===== src/rtl/vga_timing_gen.sv =====
// vga_timing_gen: 640x480@60 raster counters, aligned sync/blank outputs and per-frame animation index
module vga_timing_gen #(
  parameter int H_ACTIVE    = 640,
  parameter int H_FP        = 16,
  parameter int H_SYNC      = 96,
  parameter int H_BP        = 48,
  parameter int V_ACTIVE    = 480,
  parameter int V_FP        = 10,
  parameter int V_SYNC      = 2,
  parameter int V_BP        = 33,
  parameter int ANIM_DIV    = 8,
  parameter int ANIM_FRAMES = 4,
  parameter int ANIM_W      = 2
) (
  input  logic              vga_clk,
  input  logic              reset_n,
  input  logic              anim_en,
  output logic              hs,
  output logic              vs,
  output logic              blank,
  output logic [9:0]        DrawX,
  output logic [9:0]        DrawY,
  output logic              frame_start,
  output logic [ANIM_W-1:0] anim_frame
);
  localparam int H_TOTAL = H_ACTIVE + H_FP + H_SYNC + H_BP;
  localparam int V_TOTAL = V_ACTIVE + V_FP + V_SYNC + V_BP;
  localparam int DIV_W   = ANIM_DIV > 1 ? $clog2(ANIM_DIV) : 1;
  logic [9:0]       hc_n, vc_n;
  logic             wrap_h, entry;
  logic [DIV_W-1:0] div;
  // Next raster position; every output is derived from it so all outputs stay aligned
  always_comb begin
    wrap_h = DrawX == 10'(H_TOTAL - 1);
    entry  = wrap_h && DrawY == 10'(V_TOTAL - 1);
    hc_n   = wrap_h ? 10'd0 : DrawX + 10'd1;
    vc_n   = wrap_h ? (DrawY == 10'(V_TOTAL - 1) ? 10'd0 : DrawY + 10'd1) : DrawY;
  end
  // Raster position and the sync/blank/frame flags describing that same position
  always_ff @(posedge vga_clk or negedge reset_n) begin
    if (!reset_n) begin
      DrawX       <= 10'(H_TOTAL - 1);
      DrawY       <= 10'(V_TOTAL - 1);
      hs          <= 1'b1;
      vs          <= 1'b1;
      blank       <= 1'b0;
      frame_start <= 1'b0;
    end else begin
      DrawX       <= hc_n;
      DrawY       <= vc_n;
      hs          <= !(hc_n >= 10'(H_ACTIVE + H_FP) && hc_n < 10'(H_ACTIVE + H_FP + H_SYNC));
      vs          <= !(vc_n >= 10'(V_ACTIVE + V_FP) && vc_n < 10'(V_ACTIVE + V_FP + V_SYNC));
      blank       <= hc_n < 10'(H_ACTIVE) && vc_n < 10'(V_ACTIVE);
      frame_start <= entry;
    end
  end
  // Animation divider steps only on frame entry, so anim_frame is constant across a frame
  always_ff @(posedge vga_clk or negedge reset_n) begin
    if (!reset_n) begin
      div        <= '0;
      anim_frame <= '0;
    end else if (entry && anim_en) begin
      if (div == DIV_W'(ANIM_DIV - 1)) begin
        div        <= '0;
        anim_frame <= anim_frame == ANIM_W'(ANIM_FRAMES - 1) ? '0 : anim_frame + ANIM_W'(1);
      end else begin
        div <= div + DIV_W'(1);
      end
    end
  end
endmodule


===== config.mk =====
export PLATFORM = sky130hd
export DESIGN_NAME = vga_timing_gen
export DESIGN_NICKNAME = d
export VERILOG_FILES = /design/src/rtl/vga_timing_gen.sv
export SDC_FILE = /design/constraint.sdc
export NUM_CORES = 1
export LEC_CHECK = 0
export CORE_UTILIZATION = 47
export CTS_CLUSTER_SIZE = 40
export DETAILED_ROUTE_END_ITERATION = 6
export PLACE_DENSITY = 0.75
export SYNTH_ARGS = -nofsm -noshare
export SYNTH_HDL_FRONTEND = slang
export SYNTH_SLANG_ARGS = --single-unit

===== constraint.sdc =====
create_clock -name vga_clk -period 1.8 [get_ports vga_clk]
set_input_delay 0.18 -clock vga_clk [delete_from_list [all_inputs] [get_ports vga_clk]]
set_output_delay 0.18 -clock vga_clk [all_outputs]
set_load 0.02 [all_outputs]

==> results.yml <==
logic_synthesis:
  yosys_warnings: 0
  synth_edf_count: 0
  synth_flop_cell: "dfrtp_1"
  avgSynthCellArea_um2: 10.15
  yosys.area_share.xor_xnor_pct: 6.236
  synth_top_family_by_area: "simple AND/OR/NAND/NOR gates"
  synth_nets: 176
  post_synth_fa_ha_maj_area_fraction_pct: 5.197
  synth-compound-area-share_pct: 12.62
  synthCells: 166
  seq_area_frac_synth_pct: 43.95
  synthMuxAreaShare_pct: 2.598
  synth.distinct_cells: 51
  synth_seq_cells: 29
  yosys.area_share.simple_pct: 24.42
  syn_area_um2: 1685
  synthArstFlopShare_pct: 100.0
cts:
  cts_hold_buf: 0
  clock_path_buffers: 2
  clk_latency_ns: 0.34
  clk_pin_slew_worst_paths_ns: 0.10
  clockRootBuffer: "clkbuf_4"
  tritoncts: "built"
  h-tree-depth: 2
  cts-buffers-inserted: 5
  cts.sinks: 29
critical_path:
  worstRegToRegCells: 7
  crit_chain: "ha_4 > and4_4 > nand4_4 > buf_12 > a2111oi_4 > a21oi_2 > nor4_4"
  arrival_ns: 2.10
  crit_path_max_incr_delay_ns: 0.57
  crit_path_start_kind: "register"
  path_delay_family: "simple AND/OR/NAND/NOR gates"
  critPathLaunch: "DrawX[0]"
  critical_path_class: "register to register"
  worstPathMaxFanout: 4
  path_depth: 7
  path_buf_inv: 1
  r2r_slack_ns: -0.05
  cp.required_ns: 2.05
  reg2reg_to: "blank"
  crit_path_end_kind: "register"
  critPathSlowestCell: "dfstp_2"
  crit_path_end: "blank"
  r2r-start: "DrawX[0]"
grt:
  grt_max_degree: 30
  first_global_vias: 1510
  grt_use_total_pct: 25.39
  grt_pass1_wl_um: 6851
  overflow: 0
  grt_antenna_before_repair: 0
final_layout:
  final_util_pct: 74.68
  fill_cells: 226
  area_delta_synth_final_pct: 50.19
  layout_commonest_cell: "buf_4"
  diodes: 0
  layout.cells.most_common_list: "37 x buf_4, 19 x clkdlybuf4s50_1, 17 x dfrtp_1"
  layout.nets: 239
  multi_input_area_um2: 1077
  regArea_um2: 740.7
  drive_gt1_share_pct: 40.00
run:
  cap_violations: 0
sta:
  hold_violations: 0
  setup_violations: 1
  slew_violations: 0
  finalCritPeriodShare_pct: 102.9
  max-slew-margin-rel_pct: 74.28
  timing.fmax_mhz: 539.7
  finalWorstSetupSlack_ns: -0.05276
  tightest_slew_ns: 0.3840
  skew_ns: 0.007590
  min_period_ns: 1.853
  timing.setup.tns_ns: -0.05276
  rsz0062_at_grt: "yes"
die:
  die_area_um2: 3829
  die-width_um: 61.88
  ios: 29
  rows: 21
  fp.dieH_um: 61.88
  initial_utilization_pct: 49.72
  core_um2: 3390
status:
  failed_checks: "negative setup slack"
  status: "finished, violations left"
placed_design:
  dpl.hpwl_um: 3032
  gp_congestion: 0.9498
  port_buffers: 28
power:
  total_power_w: 0.001066
  p_leak_nw: 1.087
  power_density_nw_per_um2: 421.3
  peakVddDrop_v: 0.0003092
drt:
  drtIter0Drc: 113
  ant_nets: 0
  drc: 0
  via_count: 1563
  viasPerCell: 5.663
  totalWireLength_um: 4482
  dr.pass1.iters: 4
  routedWlPerCell_um: 16.24
hold_path:
  hold_class: "primary input to asynchronous set/reset pin"
worst min-delay path by stage:
stage,endpoint,startpoint
2_1_floorplan,DrawX[5],reset_n
3_3_place_gp,div[0],div[0]
3_5_place_dp,div[0],div[0]
4_1_cts,DrawY[1],reset_n
5_1_grt,DrawY[8],reset_n
6_report,DrawX[7],reset_n
cell usage after synthesis, types with 2 or more instances:
cell type,instances,area (um2)
nand4b_1,4,35.03
ha_1,7,87.58
xnor2_1,8,70.07
and4_1,2,17.52
a21oi_1,2,10.01
dfstp_2,12,315.3
a21o_1,4,30.03
clkbuf_1,2,7.510
a31oi_1,2,12.51
nor4_1,2,12.51
buf_2,7,35.03
inv_1,5,18.77
xor2_1,4,35.03
mux2_2,3,33.78
and2_1,3,18.77
a211oi_1,2,15.01
o31ai_1,2,15.01
nand2_1,12,45.04
dfrtp_1,17,425.4
o21ai_0,5,25.02
nor3_1,8,40.04
nor2_1,9,33.78
nand4_1,6,37.54
nand3_1,9,45.04
a2111oi_0,2,17.52
and3_1,2,12.51
timing repair:
| item | CTS | global route |
|---|---|---|
| buffers inserted | 2 | 4 |
| pin swaps | 8 | 14 |
| setup endpoints to repair | 16 | 12 |
| resized for setup | 22 | 17 |
| cloned | 0 | 0 |
registers in the layout, indices dropped and copies added (netlist names):
signal,flops
frame_start,1
vs,1
DrawX,10
DrawY,10
blank,1
anim_frame,2
hs,1
div,3
routing by layer:
layer | up-vias | GRT usage [%] | share of wire, %
met3 | 11 | 5.590 | 4.4
met5 | - | 0 | 0
li1 | 741 | - | -
met2 | 56 | 47.62 | 54
met4 | 0 | 8.889 | 2.8
met1 | 755 | 28.07 | 39
cells by family after synthesis:
| kind of cell | count (synthesis) |
|---|---|
| adders and majority gates | 7 |
| muxes | 4 |
| AOI/OAI and AO/OA | 29 |
| xor gates and xnor gates | 12 |
| DFF | 29 |
| buffers and inverters | 17 |
| and+or+nand+nor | 68 |
cell type report:
cell class | instances | share of cell area [%]
clock buffer | 5 | 1.483
clock inverter | 3 | 0.6920
inverter | 6 | 0.8898
multi-input combinational | 120 | 42.56
sequential | 29 | 29.26
tap | 46 | 2.274
timing repair buffer | 67 | 22.84
power by group:
group | leakage, nW | internal [W] | switching, W
clock network | 0.0310 | 0.000147 | 0.000248
registers | 0.352 | 0.000653 | 0
logic | 0.704 | 0.00000532 | 0.0000133
total | 1.09 | 0.000805 | 0.000262
per-stage QoR:
stage	setup WS, ns	area, um2	std cells	hold slack [ns]
6_report	-0.05276	2531	276	0.2177
5_1_grt	-0.1239	2531	276	0.2462
4_1_cts	-0.04604	2400	273	0.2178
3_5_place_dp	-0.1224	2280	263	0.5034
3_3_place_gp	-0.1283	2280	263	0.4896
2_1_floorplan	-0.08781	1739	166	-0.1156
(Power assumes the default switching activity.)
